`config.mk`:
```
export PLATFORM = sky130hd
export DESIGN_NAME = mul_share_arbiter_flat
export DESIGN_NICKNAME = d
export VERILOG_FILES = /design/src/rtl/mul_share_arbiter_if.sv /design/src/rtl/mul_share_arbiter.sv /design/src/flat_wrapper.sv
export SDC_FILE = /design/constraint.sdc
export NUM_CORES = 1
export LEC_CHECK = 0
export ABC_CLOCK_PERIOD_IN_PS = 4400
export BUFFER_PORTS_ARGS = -buffer_cell sky130_fd_sc_hd__buf_2
export CAP_MARGIN = 30
export CORE_AREA = 4 4 153 155
export CTS_CLUSTER_SIZE = 16
export DETAILED_ROUTE_END_ITERATION = 8
export DIE_AREA = 0 0 157 159
export PLACE_DENSITY = 0.58
export SKIP_CTS_REPAIR_TIMING = 1
export SYNTH_ARGS = -nofsm -noshare
export SYNTH_HDL_FRONTEND = slang
export SYNTH_SLANG_ARGS = --single-unit
```
`constraint.sdc`:
```
create_clock -name clk -period 4.4 [get_ports clk]
set_input_delay 1.32 -clock clk [delete_from_list [all_inputs] [get_ports clk]]
set_output_delay 1.32 -clock clk [all_outputs]
set_load 0.005 [all_outputs]
```
`src/rtl/mul_share_arbiter_if.sv`:
```
// Handshake and datapath bundle between the requesters, the arbiter and the
// shared multiplier. The arbiter takes the slave view; the requester/multiplier
// side takes the master view.
interface mul_share_arbiter_if #(
  parameter int N_REQ = 4,
  parameter int WIDTH = 32
);
  logic [N_REQ-1:0]       req;
  logic [N_REQ*WIDTH-1:0] x_bus;
  logic [N_REQ*WIDTH-1:0] y_bus;
  logic [N_REQ-1:0]       gnt;
  logic [WIDTH-1:0]       mul_x;
  logic [WIDTH-1:0]       mul_y;
  logic [WIDTH-1:0]       mul_xy;
  logic [WIDTH-1:0]       xy;
  logic [N_REQ-1:0]       done;
  logic                   busy;

  modport slave (
    input  req, x_bus, y_bus, mul_xy,
    output gnt, mul_x, mul_y, xy, done, busy
  );

  modport master (
    output req, x_bus, y_bus, mul_xy,
    input  gnt, mul_x, mul_y, xy, done, busy
  );
endinterface

```
`src/rtl/mul_share_arbiter.sv`:
```
// Round-robin sharing of one fixed-latency pipelined multiplier between
// N_REQ requesters. One operand pair is issued per cycle; a tag pipeline
// running alongside the multiplier remembers which requester owns each
// product so the result can be handed back with a one-hot done strobe.
module mul_share_arbiter #(
  parameter int N_REQ = 4,
  parameter int WIDTH = 32,
  parameter int LAT   = 5
) (
  input logic                clk,
  input logic                rst,
  mul_share_arbiter_if.slave bus
);
  localparam int PW = $clog2(N_REQ);

  logic [PW-1:0]    ptr_q, ptr_d;
  logic [PW-1:0]    win;
  logic [PW-1:0]    idx;
  logic             found;
  logic [N_REQ-1:0] gnt_w;
  logic [WIDTH-1:0] mul_x_q, mul_x_d;
  logic [WIDTH-1:0] mul_y_q, mul_y_d;
  logic [WIDTH-1:0] xy_q, xy_d;
  logic [LAT-1:0]   vld_q, vld_d;
  logic [PW-1:0]    id_q [LAT];
  logic [PW-1:0]    id_d [LAT];
  logic [N_REQ-1:0] done_q, done_d;
  logic             busy_q, busy_d;

  // Pick the first requester at or after the round-robin pointer.
  always_comb begin
    found = 1'b0;
    win   = ptr_q;
    idx   = '0;
    for (int k = 0; k < N_REQ; k++) begin
      idx = PW'((int'(ptr_q) + k) % N_REQ);
      if (!found && bus.req[idx]) begin
        found = 1'b1;
        win   = idx;
      end
    end
  end

  // One-hot grant; suppressed while reset is held so nothing looks accepted.
  always_comb begin
    gnt_w = '0;
    if (found && rst) gnt_w[win] = 1'b1;
  end

  // Next-state for pointer, operand registers, tag pipe, return stage and busy.
  always_comb begin
    ptr_d   = ptr_q;
    mul_x_d = mul_x_q;
    mul_y_d = mul_y_q;
    if (found) begin
      ptr_d   = (win == PW'(N_REQ - 1)) ? '0 : win + 1'b1;
      mul_x_d = bus.x_bus[win*WIDTH +: WIDTH];
      mul_y_d = bus.y_bus[win*WIDTH +: WIDTH];
    end

    vld_d    = {vld_q[LAT-2:0], found};
    id_d[0]  = win;
    for (int k = 1; k < LAT; k++) id_d[k] = id_q[k-1];

    // The last tag stage lines up with the product currently on mul_xy.
    done_d = '0;
    xy_d   = xy_q;
    if (vld_q[LAT-1]) begin
      done_d[id_q[LAT-1]] = 1'b1;
      xy_d                = bus.mul_xy;
    end

    busy_d = (|vld_q) | found | (|done_d);
  end

  // State registers; reset discards every in-flight tag.
  always_ff @(posedge clk or negedge rst) begin
    if (!rst) begin
      ptr_q   <= '0;
      mul_x_q <= '0;
      mul_y_q <= '0;
      xy_q    <= '0;
      vld_q   <= '0;
      done_q  <= '0;
      busy_q  <= 1'b0;
      for (int k = 0; k < LAT; k++) id_q[k] <= '0;
    end else begin
      ptr_q   <= ptr_d;
      mul_x_q <= mul_x_d;
      mul_y_q <= mul_y_d;
      xy_q    <= xy_d;
      vld_q   <= vld_d;
      done_q  <= done_d;
      busy_q  <= busy_d;
      for (int k = 0; k < LAT; k++) id_q[k] <= id_d[k];
    end
  end

  assign bus.gnt   = gnt_w;
  assign bus.mul_x = mul_x_q;
  assign bus.mul_y = mul_y_q;
  assign bus.xy    = xy_q;
  assign bus.done  = done_q;
  assign bus.busy  = busy_q;
endmodule
```
`src/flat_wrapper.sv`:
```
// flat-port wrapper written by rule: the top's interface ports become plain ports
module mul_share_arbiter_flat 
#(
  parameter int N_REQ = 4,
  parameter int WIDTH = 32,
  parameter int LAT   = 5
)
  (clk, rst, bus_req, bus_x_bus, bus_y_bus, bus_mul_xy, bus_gnt, bus_mul_x, bus_mul_y, bus_xy, bus_done, bus_busy);
  mul_share_arbiter_if #(.N_REQ(N_REQ), .WIDTH(WIDTH)) bus_i ();
  input logic clk;
  input logic rst;
  input wire logic [$bits(bus_i.req)-1:0] bus_req;
  input wire logic [$bits(bus_i.x_bus)-1:0] bus_x_bus;
  input wire logic [$bits(bus_i.y_bus)-1:0] bus_y_bus;
  input wire logic [$bits(bus_i.mul_xy)-1:0] bus_mul_xy;
  output wire logic [$bits(bus_i.gnt)-1:0] bus_gnt;
  output wire logic [$bits(bus_i.mul_x)-1:0] bus_mul_x;
  output wire logic [$bits(bus_i.mul_y)-1:0] bus_mul_y;
  output wire logic [$bits(bus_i.xy)-1:0] bus_xy;
  output wire logic [$bits(bus_i.done)-1:0] bus_done;
  output wire logic [$bits(bus_i.busy)-1:0] bus_busy;
  assign bus_i.req = bus_req;
  assign bus_i.x_bus = bus_x_bus;
  assign bus_i.y_bus = bus_y_bus;
  assign bus_i.mul_xy = bus_mul_xy;
  assign bus_gnt = bus_i.gnt;
  assign bus_mul_x = bus_i.mul_x;
  assign bus_mul_y = bus_i.mul_y;
  assign bus_xy = bus_i.xy;
  assign bus_done = bus_i.done;
  assign bus_busy = bus_i.busy;
  mul_share_arbiter #(.N_REQ(N_REQ), .WIDTH(WIDTH), .LAT(LAT)) u_core (.clk(clk), .rst(rst), .bus(bus_i));
endmodule
```
# After elaboration in Yosys (flattened, before gate mapping)

Cells that the tools add are included.

Flip-flop bits (word level): 118
Latch bits: 0
Bits in writable memories: 0
Memory bits (read-only): 0
Output and inout bits: 105
Memories kept: 0

Add/subtract/negate cells: 4
Multipliers: 0
Div/mod/pow operators: 0
Magnitude comparators: 8
Equal/unequal tests: 1
Shifts and indexed selects: 2
Multiplexer cells: 22
Bitwise operators: 2
Reduce and logical (&&, ||, !) cells: 11

Operators by type and width:

| cell                | number |
|---|---|
| $shiftx 128x8->32   | 2 |
| $lt 2x3->1 const B  | 6 |
| $mux 1              | 10 |
| $bmux 1 s2          | 4 |
| $mux 2              | 4 |
| $mux 4              | 2 |
| $logic_and 1x1->1   | 6 |
| $reduce_or 5->1     | 1 |
| $add 2x1->2 const B | 2 |
| $add 2x2->2 const B | 2 |
| $demux 1 s2         | 2 |
| $ge 2x1->1 const B  | 2 |
| $reduce_or 4->1     | 1 |
| $logic_not 1->1     | 3 |
| $eq 2x2->1 const B  | 1 |
| $or 1x1->1          | 2 |

# Depth between registers and ports, before layout

Gate-level depths: netlist of run 1.

Depth after elaboration: 17
Depth in mapped cells: 8
Gate-level depth less buffers: 6

# Least setup slack after synthesis of run 1

Ideal clock, no wire load.

Path kind: input port to output port
Start: input port bus_req[0]
End: output port bus_gnt[1]
Data arrival time: 2.626 ns
Slack: 0.454 ns
Stages on the path: 6
Path buffers: 3
Cells stage by stage: buf_2 > nor4_2 > clkbuf_1 > inv_2 > clkbuf_1 > and3_1

Word-level cells in the longest chain between the ends: 17

Ends and longest elaborated chain:

| element                                                        | RTL line                | source |
|---|---|---|
| start, declared                                                | flat_wrapper.sv:12      | `input wire logic [$bits(bus_i.req)-1:0] bus_req;` |
| $bmux 1 s2                                                     | mul_share_arbiter.sv:37 | `if (!found && bus.req[idx]) begin` |
| $mux 1 (implied by the code)                                   | mul_share_arbiter.sv:37 |  |
| $mux 1                                                         | mul_share_arbiter.sv:37 |  |
| $logic_not 1->1                                                | mul_share_arbiter.sv:37 |  |
| $logic_and 1x1->1                                              | mul_share_arbiter.sv:37 |  |
| $mux 1                                                         | mul_share_arbiter.sv:37 |  |
| $logic_not 1->1                                                | mul_share_arbiter.sv:37 |  |
| $logic_and 1x1->1                                              | mul_share_arbiter.sv:37 |  |
| $mux 1                                                         | mul_share_arbiter.sv:37 |  |
| $logic_not 1->1                                                | mul_share_arbiter.sv:37 |  |
| $logic_and 1x1->1                                              | mul_share_arbiter.sv:37 |  |
| $mux 2                                                         | mul_share_arbiter.sv:37 |  |
| $lt 2x3->1 (implied by the code) or $ge 2x1->1 (tied branches) | mul_share_arbiter.sv:47 | `if (found && rst) gnt_w[win] = 1'b1;` |
| $logic_and 1x1->1 (implied by the code)                        | mul_share_arbiter.sv:47 |  |
| $mux 1 (implied by the code)                                   | mul_share_arbiter.sv:47 |  |
| $demux 1 s2                                                    | --                      |  |
| $mux 4 *                                                       | mul_share_arbiter.sv:47 |  |
| end, declared                                                  | flat_wrapper.sv:16      | `output wire logic [$bits(bus_i.gnt)-1:0] bus_gnt;` |

Mark *: on every way between the ends. The rest lies on a longest branch, timed or not. The select of a mux whose other input is x is not followed.

# Worst setup path after layout of run 1

Start: input port bus_req[3]
End: output port bus_gnt[1]

Same word-level chain as after synthesis.

==> results of run 1 <==
-- worst paths after layout --
kind	slack, ns	depth (start not counted)	start	to
min in group asynchronous	0.70	1	rst	u_core.ptr_q[1]
max in group asynchronous	2.03	3	rst	u_core.bus.mul_y[15]
worst min-delay path	0.35	0	u_core.id_d[2]	u_core.id_d[0]
worst max-delay path	0.48	6	bus_req[3]	bus_gnt[1]
worst max register to register	1.80	6	u_core.ptr_q[1]	u_core.bus.mul_y[11]
worst min register to register	0.35	0	u_core.id_d[2]	u_core.id_d[0]
-- registers in the layout, summed over array words and instances (netlist names) --
| name | count |
|---|---|
| u_core.bus.mul_y | 32 |
| u_core.bus.mul_x | 32 |
| u_core.bus.done | 4 |
| u_core.ptr_q | 2 |
| u_core.vld_q | 5 |
| u_core.bus.busy | 1 |
| u_core.id_d | 8 |
| u_core.id_q | 2 |
| u_core.bus.xy | 32 |
-- power by group --
group | total [mW] | switching (mW) | internal (mW)
clock | 1.37 | 0.608 | 0.759
sequential | 1.70 | 0.233 | 1.46
combinational | 2.16 | 1.21 | 0.949
-- metrics by stage --
step                      setup slack [ns]  utilization, %
after floorplan                      0.454               -
after global routing                 0.408            41.3
after detailed placement             0.495            38.6
after CTS                            0.484            41.3
final                                0.484            41.3
after global placement               0.492            38.6
-- layer usage --
layer / vias up / wire length (um) / global-route usage (%) / share of wire [%]
li1: 3094 / - / - / -
met1: 3286 / 10600 / 25.2 / 39
met2: 386 / 13300 / 35.1 / 50
met3: 39 / 2370 / 5.19 / 8.8
met4: 4 / 626 / 6.67 / 2.3
met5: - / 21 / 0 / 0.078
-- logic make-up after synthesis --
logic type      after synthesis  synth area share (%)
compound gates              274                  32.3
mux                          32                  5.85
buf+inv                      74                  5.14
simple gates                102                  8.75
flops                       118                  47.9
-- layout by cell type (no fill, tap or decap), types with 2 or more instances in the layout --
master      count
inv_1           2
o21ai_0        58
nand2b_1        2
buf_4          18
and3_1          5
nor3_1          4
inv_2           2
nor2b_1         3
dfrtp_1       118
buf_2         397
mux2_2         32
inv_6           5
clkbuf_16      17
a21oi_1        68
a221o_1        64
o22a_1         65
clkinvlp_4      2
inv_8           5
nand3_1        65
nand2_1         4
o21ai_1         6
nor3b_1         2
clkinv_8        2
nor2_1          7
-- final cells by class --
type	instances	area, sq um
inverter	4	15.0
multi-input combinational	408	2960
timing repair buffer	416	2140
clock inverter	15	156
fill	2229	12800
sequential	118	2950
tap	280	350
clock buffer	17	425
-- Yosys cell counts --
library cell | instances | area share (%)
a2111oi_0 | 1 | 0.14
a21oi_1 | 68 | 5.5
a221o_1 | 64 | 10
a22o_1 | 1 | 0.14
a2bb2oi_1 | 1 | 0.14
a31oi_1 | 1 | 0.10
and2_1 | 1 | 0.10
and2b_1 | 1 | 0.12
and3_1 | 5 | 0.51
and3b_1 | 1 | 0.14
buf_1 | 1 | 0.061
buf_2 | 13 | 1.1
buf_6 | 3 | 0.55
clkbuf_1 | 53 | 3.2
dfrtp_1 | 118 | 48
inv_1 | 2 | 0.12
inv_2 | 2 | 0.12
mux2_2 | 32 | 5.8
nand2_1 | 4 | 0.24
nand2b_1 | 2 | 0.20
nand3_1 | 66 | 5.4
nor2_1 | 8 | 0.49
nor2b_1 | 3 | 0.30
nor3_1 | 4 | 0.32
nor3b_1 | 2 | 0.24
nor4_1 | 1 | 0.10
nor4_2 | 1 | 0.20
nor4b_1 | 1 | 0.14
o21a_1 | 2 | 0.24
o21ai_0 | 58 | 4.7
o21ai_1 | 6 | 0.49
o21ai_2 | 1 | 0.14
o21bai_1 | 1 | 0.12
o221a_2 | 1 | 0.18
o221ai_1 | 1 | 0.14
o22a_1 | 65 | 9.2
o311ai_1 | 1 | 0.14
o31ai_2 | 1 | 0.20
o32ai_2 | 1 | 0.26
or3_1 | 1 | 0.10
or4b_1 | 1 | 0.16
==> impl_metrics.json, run 1 <==
{
  "outcome": "finished, final reports clean",
  "totalWireLength_mm": 26.9,
  "critical_path.cell_chain": "buf_2, or4b_1, o311ai_1, a22o_2, and3_1, buf_2",
  "clock_path_buffers": 2,
  "finish.net_count": 1259,
  "core_region_area_sq_um": 21800,
  "groute.usage.overall_pct": 20.5,
  "period_share_pct": 89.0,
  "tritoncts": "yes",
  "path_common_cell": "buf_2",
  "tightest_slew_ns": 0.867,
  "cts.sinks": 118,
  "sequential_cell_area_fraction_in_the_yosys_report_pct": 47.9,
  "initialDrtViolationCount": 403,
  "avgSynthCellArea_sq_um": 10.3,
  "worst-endpoint-arrival_ns": 2.60,
  "start_kind": "input port",
  "pin_count_of_the_biggest_net_entering_global_routing": 71,
  "std_cell_rows": 54,
  "grt_first_pass_wirelength_mm": 39.8,
  "cp-end-kind": "primary output",
  "drt_pass1_iterations": 5,
  "remaining_antenna_violation_count": 0,
  "final_layout_size_suffix_gt1_share_pct": 50.3,
  "first_global_vias": 6920,
  "slowest_delay_ns": 0.52,
  "syn_nets": 894,
  "ys.warnings.count": 0,
  "cts.reportedPaths.clkPinSlew_ns": 0.06,
  "ctsRootBufferMaster": "clkbuf_16",
  "area.growth.synth_to_final_pct": 46.1,
  "hold_class": "flip-flop to flip-flop",
  "synthesis.instances": 600,
  "tritoncts.num_buffers": 17,
  "finalHoldViolations": 0,
  "critical_path_class": "input port to primary output",
  "setup_total_negative_slack_ns": 0,
  "antenna_found_initial": 2,
  "place.gp.congestion": 0.812,
  "yosysUniqueCellTypes": 41,
  "path_buf_inv": 2,
  "dp_cells": 1226,
  "power.ir.vdd_worst_uv": 225,
  "grt_remaining_overflow": 0,
  "totalPowerFinal_mw": 5.22,
  "io_pins": 399,
  "wire_per_inst_um": 21.4,
  "synth-seq-cells": 118,
  "cp_max_fo": 15,
  "cts_htree_levels": 4,
  "antenna_cells": 0,
  "avgViaCountPerCell": 5.41,
  "io_buffers": 398,
  "place_area_sq_um": 8420,
  "cellPowerDensity_nw_per_um2": 580,
  "die_width_um": 157,
  "dieHeight_um": 159,
  "relSlewSlack_pct": 42.2,
  "worst_hold_slack_ns": 0.345,
  "timing.fmax_ghz": 0.255,
  "post-route-min-period_ns": 3.92,
  "leak_nw": 4.27,
  "dp.final_hpwl_mm": 19.1,
  "vias": 6809,
  "final_max_slew_viol_count": 0,
  "crit_slowest_cell": "or4b_1",
  "effective_utilization_at_floorplan_pct": 28.2,
  "clock_latency_ns": 0.41,
  "worst_clock_skew_ns": 0.00466,
  "mappedNetlistArea_sq_um": 6160,
  "drv_cap": 0,
  "crit_required_ns": 3.08,
  "drcViolationCount": 0,
  "final_design_area_no_fill_sq_um": 9000,
  "finalSetupViolCount": 0,
  "grt_setup_unrepaired": "no",
  "die_area_sq_um": 25000,
  "cp_top_family": "simple AND/OR/NAND/NOR gates",
  "finish.cell_count_without_fillers": 1258
}
(Power assumes the default switching activity.)
==> inputs of run 2 (changes only) <==
ABC_CLOCK_PERIOD_IN_PS = 4100   (was 4400)
GPL_ROUTABILITY_DRIVEN = 0   (was unset)
clock period = 4.1 ns   (was 4.4 ns; I/O delays follow)
==> run 2 against run 1 <==
  * Critical path depth stayed put
  * Sequential share of layout area is 0.055 points lower
  * Largest cell class unchanged
  * Setup slack worse by 0.14 ns
  * Worst hold slack worse by 0.0023 ns
  * Register-to-register slack worse by 0.12 ns
  * Clock power is 7% higher
  * Power is 7.6% higher
  * Wire length is 0.22% lower
  * Non-clock buffer count is 1 higher
  * Design area is 0.17% higher
==> impl_metrics.json, run 2 (same netlist as run 1, synthesis figures left out) <==
{
  "std_cell_rows": 54,
  "p_int_mw": 3.42,
  "cellPowerDensity_nw_per_um2": 623,
  "min_path_cells": 0,
  "drcViolationCount": 0,
  "peak_usage_layer_in_the_global_routing_report": "met2",
  "antenna_found_initial": 2,
  "avgViaCountPerCell": 5.34,
  "mostFrequentLayoutCell": "buf_2",
  "final_max_slew_viol_count": 0,
  "io_buffers": 398,
  "ff2ff_setup_slack_ns": 1.68,
  "grt_met1_use_pct": 26.3,
  "relSlewSlack_pct": 38.7,
  "cp_max_fo": 15,
  "worst_clock_skew_ns": 0.0117,
  "cts_htree_levels": 4,
  "antenna_cells": 0,
  "outcome": "finished, final reports clean",
  "finalSetupViolCount": 0,
  "period_share_pct": 91.6,
  "effective_utilization_at_floorplan_pct": 28.2,
  "finish.net_count": 1260,
  "totalPowerFinal_mw": 5.62,
  "totalWireLength_mm": 26.9,
  "pin_count_of_the_biggest_net_entering_global_routing": 71,
  "tritoncts.num_buffers": 17,
  "cts.sinks": 118,
  "start_kind": "input port",
  "tritoncts": "yes",
  "power_switching_share_pct": 39.2,
  "dp_worst_setup_slack_ns": 0.350,
  "groute.usage.overall_pct": 20.7,
  "clock_path_buffers": 2,
  "cp-end-kind": "primary output",
  "grt_setup_unrepaired": "no",
  "final_layout_size_suffix_gt1_share_pct": 50.4,
  "seq_power_share_pct": 32.3,
  "finalHoldViolations": 0,
  "final_critical_path_setup_slack_ns": 0.343,
  "critical_path.startpoint": "bus_req[3]",
  "area.growth.synth_to_final_pct": 46.4,
  "wire_per_inst_um": 21.3,
  "power.ir.vdd_worst_uv": 263,
  "hold_class": "flip-flop to flip-flop",
  "core_region_area_sq_um": 21800,
  "leak_nw": 4.28,
  "endpoint_of_the_worst_slack_reg_to_reg_timing_path": "u_core.bus.mul_x[23]",
  "mostFrequentLayoutCells": "buf_2, dfrtp_1, a21oi_1, o22a_1, nand3_1",
  "dieHeight_um": 159,
  "ctsRootBufferMaster": "clkbuf_16",
  "pwr-share-comb_pct": 41.5,
  "regToRegStartpoint": "u_core.ptr_q[1]",
  "vias": 6721,
  "initialDrtViolationCount": 412,
  "die_area_sq_um": 25000,
  "remaining_antenna_violation_count": 0,
  "grt_first_pass_wirelength_mm": 40.0,
  "post-route-min-period_ns": 3.76,
  "die_width_um": 157,
  "crit_required_ns": 2.87,
  "clkPwrFrac_pct": 26.1,
  "dp.final_hpwl_mm": 19.0,
  "drt_pass1_iterations": 5,
  "setup_total_negative_slack_ns": 0,
  "power_switching_mw": 2.20,
  "critical_path_class": "input port to primary output",
  "clock_latency_ns": 0.41,
  "cts.reportedPaths.clkPinSlew_ns": 0.06,
  "first_global_vias": 6743,
  "worst-endpoint-arrival_ns": 2.53,
  "grt_remaining_overflow": 0,
  "grt_util_met3_pct": 5.49,
  "worst-r2r-cell-count": 6,
  "global_route.usage.met2_pct": 34.8,
  "timing.fmax_ghz": 0.266,
  "tightest_slew_ns": 0.896,
  "drv_cap": 0,
  "io_pins": 399,
  "setup.worst_path.end": "bus_gnt[1]"
}
run 2: stage by stage:
| step | utilization, % | cell area (sq um) | hold slack [ns] | cells |
|---|---|---|---|---|
| finish | 41.3 | 9020 | 0.343 | 1259 |
| global route | 41.3 | 9020 | 0.352 | 1259 |
| CTS | 41.3 | 9020 | 0.346 | 1259 |
| detailed placement | 38.7 | 8440 | 0.336 | 1227 |
| global placement | 38.7 | 8440 | 0.333 | 1227 |
| floorplan | - | 6160 | 0.331 | 600 |
run 2: per-layer routing:
layer	wire, um	vias up
met5	27	-
met4	481	4
met3	2540	37
met2	13200	386
met1	10600	3199
li1	-	3095
run 2: worst max-delay path, stage by stage:
cell	delay, ns
buf_2	0.21
or4b_1	0.53
o311ai_1	0.08
a22o_2	0.20
and3_1	0.15
buf_2	0.12
run 2: final cells by class:
cell class / instances / area, sq um
clock buffers: 17 / 425
clock inverters: 15 / 151
fillers: 2238 / 12800
inverters: 4 / 15.0
multi-input cells: 408 / 2960
flip-flops and latches: 118 / 2950
well taps: 280 / 350
repair buffers: 417 / 2160
run 2: worst min-delay path by stage:
stage                               from        endpoint  slack (ns)
final                     u_core.id_d[5]  u_core.id_d[3]        0.34
after floorplan           u_core.id_d[2]  u_core.id_d[0]        0.33
after CTS                 u_core.id_d[5]  u_core.id_d[3]        0.35
after global placement    u_core.id_d[1]  u_core.id_q[1]        0.33
after detailed placement  u_core.id_d[6]  u_core.id_d[4]        0.34
after global routing      u_core.id_d[2]  u_core.id_d[0]        0.35
run 2: power groups by stage:
stage | Clock, mW | Combinational (mW) | Sequential (mW)
floorplan | 0 | 1.28 | 1.82
global placement | 0 | 2.35 | 1.81
detailed placement | 0 | 2.35 | 1.83
CTS | 1.52 | 2.36 | 1.82
global route | 1.58 | 2.55 | 1.87
finish | 1.47 | 2.33 | 1.82
